===== src/rtl/operand_sequencer.sv =====
// Button-driven operand entry sequencer: synchronise, debounce and edge-detect a push-button,
// then step through NUM_OPERANDS save strobes and a show-result strobe, with cancel/timeout abort.
module operand_sequencer #(
   parameter int NUM_OPERANDS    = 2,
   parameter int DEBOUNCE_CYCLES = 16,
   parameter int TIMEOUT_CYCLES  = 0
) (
   input  logic                                  clk,
   input  logic                                  rst_n,
   input  logic                                  button,
   input  logic                                  cancel,
   output logic [NUM_OPERANDS-1:0]               save_en,
   output logic                                  show_result,
   output logic                                  abort,
   output logic                                  busy,
   output logic [$clog2(NUM_OPERANDS+1)-1:0]     operand_idx
);

   // state       | meaning
   // IDLE        | no sequence in progress, waiting for first press
   // COLLECT     | saving operands, operand_idx is the next one to save
   // WAIT_RESULT | all operands saved, next press shows the result

   localparam int IW = $clog2(NUM_OPERANDS + 1);
   localparam int DW = $clog2(DEBOUNCE_CYCLES + 1);
   localparam int TW = (TIMEOUT_CYCLES > 0) ? $clog2(TIMEOUT_CYCLES + 1) : 1;

   typedef enum logic [1:0] {IDLE, COLLECT, WAIT_RESULT} state_t;

   state_t          state;
   logic            sync_1;
   logic            sync_2;
   logic            db_level;
   logic [DW-1:0]   db_cnt;
   logic [TW-1:0]   to_cnt;
   logic            db_flip;
   logic            press;
   logic            timeout_hit;

   // The press is taken on the same edge the debounced level flips high,
   // so the FSM strobe lands in the cycle after that edge.
   assign db_flip     = (sync_2 != db_level) && (db_cnt == DW'(DEBOUNCE_CYCLES - 1));
   assign press       = db_flip && sync_2;
   assign timeout_hit = (TIMEOUT_CYCLES != 0) && (to_cnt == TW'(TIMEOUT_CYCLES));

   always_ff @(posedge clk or negedge rst_n) begin
      if (!rst_n) begin
         sync_1   <= 1'b0;
         sync_2   <= 1'b0;
         db_level <= 1'b0;
         db_cnt   <= '0;
      end else begin
         sync_1 <= button;
         sync_2 <= sync_1;
         if (db_flip) begin
            db_level <= sync_2;
            db_cnt   <= '0;
         end else if (sync_2 != db_level) begin
            db_cnt <= db_cnt + DW'(1);
         end else begin
            db_cnt <= '0;
         end
      end
   end

   always_ff @(posedge clk or negedge rst_n) begin
      if (!rst_n) begin
         state       <= IDLE;
         save_en     <= '0;
         show_result <= 1'b0;
         abort       <= 1'b0;
         busy        <= 1'b0;
         operand_idx <= '0;
         to_cnt      <= '0;
      end else begin
         save_en     <= '0;
         show_result <= 1'b0;
         abort       <= 1'b0;
         case (state)
            IDLE: begin
               to_cnt <= '0;
               if (press) begin
                  save_en     <= NUM_OPERANDS'(1);
                  operand_idx <= IW'(1);
                  busy        <= 1'b1;
                  state       <= (NUM_OPERANDS == 1) ? WAIT_RESULT : COLLECT;
               end
            end
            COLLECT, WAIT_RESULT: begin
               if (cancel) begin
                  abort       <= 1'b1;
                  busy        <= 1'b0;
                  operand_idx <= '0;
                  to_cnt      <= '0;
                  state       <= IDLE;
               end else if (press) begin
                  to_cnt <= '0;
                  if (state == WAIT_RESULT) begin
                     show_result <= 1'b1;
                     busy        <= 1'b0;
                     operand_idx <= '0;
                     state       <= IDLE;
                  end else begin
                     save_en     <= NUM_OPERANDS'(1) << operand_idx;
                     operand_idx <= operand_idx + IW'(1);
                     if (operand_idx == IW'(NUM_OPERANDS - 1))
                        state <= WAIT_RESULT;
                  end
               end else if (timeout_hit) begin
                  abort       <= 1'b1;
                  busy        <= 1'b0;
                  operand_idx <= '0;
                  to_cnt      <= '0;
                  state       <= IDLE;
               end else if (TIMEOUT_CYCLES != 0) begin
                  to_cnt <= to_cnt + TW'(1);
               end
            end
            default: begin
               busy        <= 1'b0;
               operand_idx <= '0;
               to_cnt      <= '0;
               state       <= IDLE;
            end
         endcase
      end
   end

endmodule


===== config.mk =====
export PLATFORM = sky130hd
export DESIGN_NAME = operand_sequencer
export DESIGN_NICKNAME = d
export VERILOG_FILES = /design/src/rtl/operand_sequencer.sv
export SDC_FILE = /design/constraint.sdc
export NUM_CORES = 1
export LEC_CHECK = 0
export BUFFER_PORTS_ARGS = -buffer_cell sky130_fd_sc_hd__buf_4
export CAP_MARGIN = 20
export CORE_MARGIN = 1
export CORE_UTILIZATION = 60
export CTS_BUF_LIST = sky130_fd_sc_hd__clkbuf_4
export CTS_CLUSTER_SIZE = 30
export DETAILED_ROUTE_END_ITERATION = 6
export PLACE_DENSITY = 0.93
export SETUP_SLACK_MARGIN = 0.4
export SLEW_MARGIN = 40
export SYNTH_ARGS = -nofsm -noshare
export SYNTH_HDL_FRONTEND = slang
export SYNTH_SLANG_ARGS = --single-unit

===== constraint.sdc =====
create_clock -name clk -period 3.8 [get_ports clk]
set_input_delay 0.76 -clock clk [delete_from_list [all_inputs] [get_ports clk]]
set_output_delay 0.76 -clock clk [all_outputs]
set_load 0.1 [all_outputs]

Word-level counts from Yosys, hierarchy flattened:

Cells that the tools add are included.
Widths: inputs -> output; s select.

* output and inout port bits: 7
* bits in registers: 17
* logic and storage cells: 57

* reductions and logical operators: 7
* mux-type cells: 28
* equality and inequality tests: 9
* shift operators: 1
* $add $sub $neg: 2

Operator list (number)
* $mux 2: 11
* $pmux 2 s2: 3
* $mux 1: 11
* $mux 5: 2
* $ne 3x3->1 const B: 2
* $reduce_and 3->1: 2
* $add 5x1->5 const B: 1
* $eq 5x4->1 const B: 1
* $eq 2x1->1 const B: 2
* $ne 4x4->1 const B: 1
* $add 2x1->2 const B: 1
* $eq 2x2->1 const B: 1
* $logic_and 1x1->1: 2
* $logic_not 2->1: 1
* $ne 2x2->1 const B: 1
* $pmux 1 s2: 1
* $reduce_and 2->1: 1
* $reduce_or 2->1: 1
* $shl 1x2->2 const A: 1
* $ne 1x1->1: 1

Longest topological paths before layout:

* depth in word-level cells: 6
* depth in mapped cells: 7

Worst setup path after synthesis:

OpenSTA, ideal clock, no wires.

* path type: flip-flop to flip-flop
* start point: register operand_idx[1]
* end point: register state[0]
* data arrival time: 1.788 ns
* path buffers: 0
* stages on the path, launching flop included: 5
* required time: 3.675 ns
* library setup time: 0.125 ns
* slack: 1.887 ns
* path through: dfrtp_1 inv_1 ha_1 o21ai_2 mux2_4

* word-level cells in the longest chain between the ends: 3

Ends and longest elaborated chain
* from (decl): line 16 `output logic [$clog2(NUM_OPERANDS+1)-1:0] operand_idx`
* from (signal assigned): line 105 `operand_idx <= operand_idx + IW'(1);`
* $eq 2x1->1: line 106 `if (operand_idx == IW'(NUM_OPERANDS - 1))`
* $ne 4x4->1 (no line)
* $reduce_and 3->1 (no line)
* to (signal assigned): line 86 `state <= (NUM_OPERANDS == 1) ? WAIT_RESULT : COLLECT;`
* to (decl): line 30 `state_t state;`

Every way passes these cells.
A chain may end at the register's enable or synchronous reset.

Worst setup path in the final report:

* start point: register db_cnt[0]
* end point: register busy

* word-level cells in the longest chain between the ends: 5
* elaborated cells on any way between the ends: 6

Ends and longest elaborated chain
* from (decl): line 34 `logic [DW-1:0] db_cnt;`
* from (signal assigned): line 59 `db_cnt <= db_cnt + DW'(1);`
* $eq 5x4->1 (*): line 42 `assign db_flip = (sync_2 != db_level) && (db_cnt == DW'(DEBOUNCE_CYCLES - 1));`
* $logic_and 1x1->1 (*): line 42
* $logic_and 1x1->1 (*): line 43 `assign press = db_flip && sync_2;`
* $ne 3x3->1 (no line) or $ne 2x2->1 (tied branches)
* $reduce_and 3->1 (no line) (*)
* to (signal assigned): line 72 `busy <= 1'b0;`
* to (signal assigned): line 85 `busy <= 1'b1;`
* to (signal assigned): line 92 `busy <= 1'b0;`
* to (decl): line 15 `output logic busy,`

Mark *: on every way between the ends. The rest lies on a longest branch, timed or not.

==> impl_results.md <==
- Register area: 425 sq um
- Depth of the most critical reg-to-reg path: 7
- Global-route wire length before repair: 1990 um
- Rel. slew slack: 78.2%
- Unrepaired setup endpoints after global routing: false
- Routed wire length: 1320 um
- Clk_lat worst skew: 0.29 ns
- Pleak: 0.000487 uW
- PD cells: 734 mW/mm^2
- Setup_tns: 0 ns
- Initial antenna violation count: 0
- Mapped Cells: 64
- Post-CTS setup repair buffer count: 0
- Mapped Area: 790 sq um
- Clock slew at reported path FFs: 0.10 ns
- First-pass DRT Iterations: 4
- Register area share after synthesis: 53.9%
- Inserted Diodes: 0
- Clock sink count: 17
- Worst Setup EP: busy
- Die height: 38.3 um
- # IOs: 11
- CTS max path bufs: 2
- Distinct cells, synth: 24
- Final ANT Viol Nets: 0
- Final Util: 77.7%
- HPWL Detailed: 967 um
- Outcome: finished clean
- Synth warn: 0
- Synth Net Count: 75
- Final worst clock skew: 0.00354 ns
- Flops & latches, synth: 17
- Fin crit period: 1.84 ns
- Worst flop-to-flop path endpoint: busy
- Commonest non-fill, non-tap cells in the layout: dfrtp_1, buf_4, inv_1, ha_1, nor2_1
- Starting Density: 67.4%
- Starting DRT DRC Count: 17
- Hold buffer count at cts: 0
- Synth area leaders: dfrtp_1, ha_1, mux2_4
- Final nets: 90
- Most used routing layer: met2
- Total gr overflow: 0
- Crit path from: db_cnt[0]
- Max-cap viol count: 0
- Max-slew violation count: 0
- CTS tree: done
- Synth area leader: dfrtp_1
- Root Driver: clkbuf_4
- Worst Hold Class: in2async
- Req. time, crit path: 3.98 ns
- Total CTS buffers: 3
- Final Hold Vio Count: 0
- Worst-path maximum fanout: 6
- Remaining DRCs: 0
- Commonest non-fill, non-tap cell in the layout: dfrtp_1
- Vias in the first global route: 485
- FMAX: 544 MHz
- Rows: 12
- Share of cells above drive strength 1: 26.9%
- Core area: 0.00117 sq mm
- Vias: 495
- Max rail drop VDD: 0.549 mV
- H-tree lvl count: 1
- Top-area cell type share of the netlist area: 53.9%
- Setup-failing EPs final: 0
- Cts repair resizes: 0
- Avg WL per Cell: 14.3 um
- Period utilization: 48.3%
- GR Util met2: 39.0%
- Pin count of the biggest net entering global routing: 18
- Die Area: 0.00146 sq mm
- Synthesis-to-finish area growth: 15.2%
- Post-Syn Area per Cell: 12.3 sq um
- Slew @ Worst Pin: 0.324 ns
- FF-to-FF setup slack: 1.96 ns
- Overall Global Routing Usage: 21.7%
- Multi-input logic area: 338 sq um
- Vias/cell: 5.38
- I/O Buffers: 10
- Routability cong.: 0.742
- GR met1 Demand/Resource: 23.4%
- Die width: 38.3 um
- Critical Path End Type: flip-flop
- Critical path type: reg2reg
- CP Data Arrival Time: 2.02 ns
- Worst Setup Start Kind: flip-flop
- Reg2reg start: db_cnt[0]
- Global routing usage on met3: 3.49%
- # fillers: 74
[synthesized netlist by cell type]
cell and instances:
nor2b_4 1, o21ai_2 1, nand2_1 2, nand2b_1 3, inv_1 7, mux2_4 2, nand3b_4 1, xnor2_1 1
a21oi_1 2, ha_1 7, nor4_2 1, a21o_1 1, mux2_1 1, o21ai_1 1, o21ai_4 1, nand3_1 2
dfrtp_1 17, xor2_1 2, nor2_1 6, and3_1 1, and2_1 1, nor3_1 1, nor2b_1 1, o22ai_1 1
[critical path, cell delays in order (launching register included)]
cell and delay (ns):
dfrtp_1 0.41, ha_1 0.23, and3_1 0.19, ha_1 0.24
nand3b_4 0.13, o21ai_4 0.09, nand2_1 0.12, mux2_4 0.31
[power breakdown]
group,internal [uW],total [uW],switching [uW]
combinational,104,344,240
sequential,210,231,21.0
clock,39.1,93.4,54.3
[cell families after synthesis]
family          Yosys count  share of synthesized area, %
compound gates            7                          6.82
xor+xnor                  3                          3.33
fa+ha+maj                 7                          11.1
buf+inv                   7                          3.33
flops                    17                          53.9
mux                       3                          5.23
simple gates             20                          16.3
[sequential cells by signal, indices dropped and copies added, names as in the netlist]
| register | count |
|---|---|
| db_level | 1 |
| sync_1 | 1 |
| busy | 1 |
| save_en | 2 |
| sync_2 | 1 |
| operand_idx | 2 |
| abort | 1 |
| state | 2 |
| db_cnt | 5 |
| show_result | 1 |
[final cells by class]
type	instances	share of cell area [%]
timing repair buffer	10	8.25
clock buffer	3	2.48
tap	14	1.93
sequential	17	46.8
multi-input combinational	40	37.1
inverter	7	2.89
clock inverter	1	0.550
[through the flow]
step           instance area, sq um  std cells  power [uW]  hold slack (ns)  setup WS [ns]
2_1_floorplan                   790         64         505            0.331           1.89
3_3_place_gp                    882         88         563            0.333           2.02
3_5_place_dp                    882         88         572            0.344           2.00
4_1_cts                         910         92         670            0.312           1.96
5_1_grt                         910         92         696            0.317           1.91
6_report                        910         92         668            0.313           1.96
[worst min-delay path by stage]
stage                 from             end  slack [ns]  cells after the start
floorplan           sync_1          sync_2        0.33                      0
global placement    sync_1          sync_2        0.33                      0
detailed placement  sync_1          sync_2        0.34                      0
CTS                  rst_n       db_cnt[2]        0.31                      1
global route         rst_n  operand_idx[1]        0.32                      1
finish               rst_n       db_cnt[1]        0.31                      1
[metal layers]
| metal | routed length [um] | up-vias |
|---|---|---|
| met3 | 29 | 2 |
| met1 | 566 | 246 |
| met5 | 0 | - |
| met2 | 708 | 7 |
| li1 | - | 240 |
| met4 | 14 | 0 |
(Power assumes the default switching activity.)
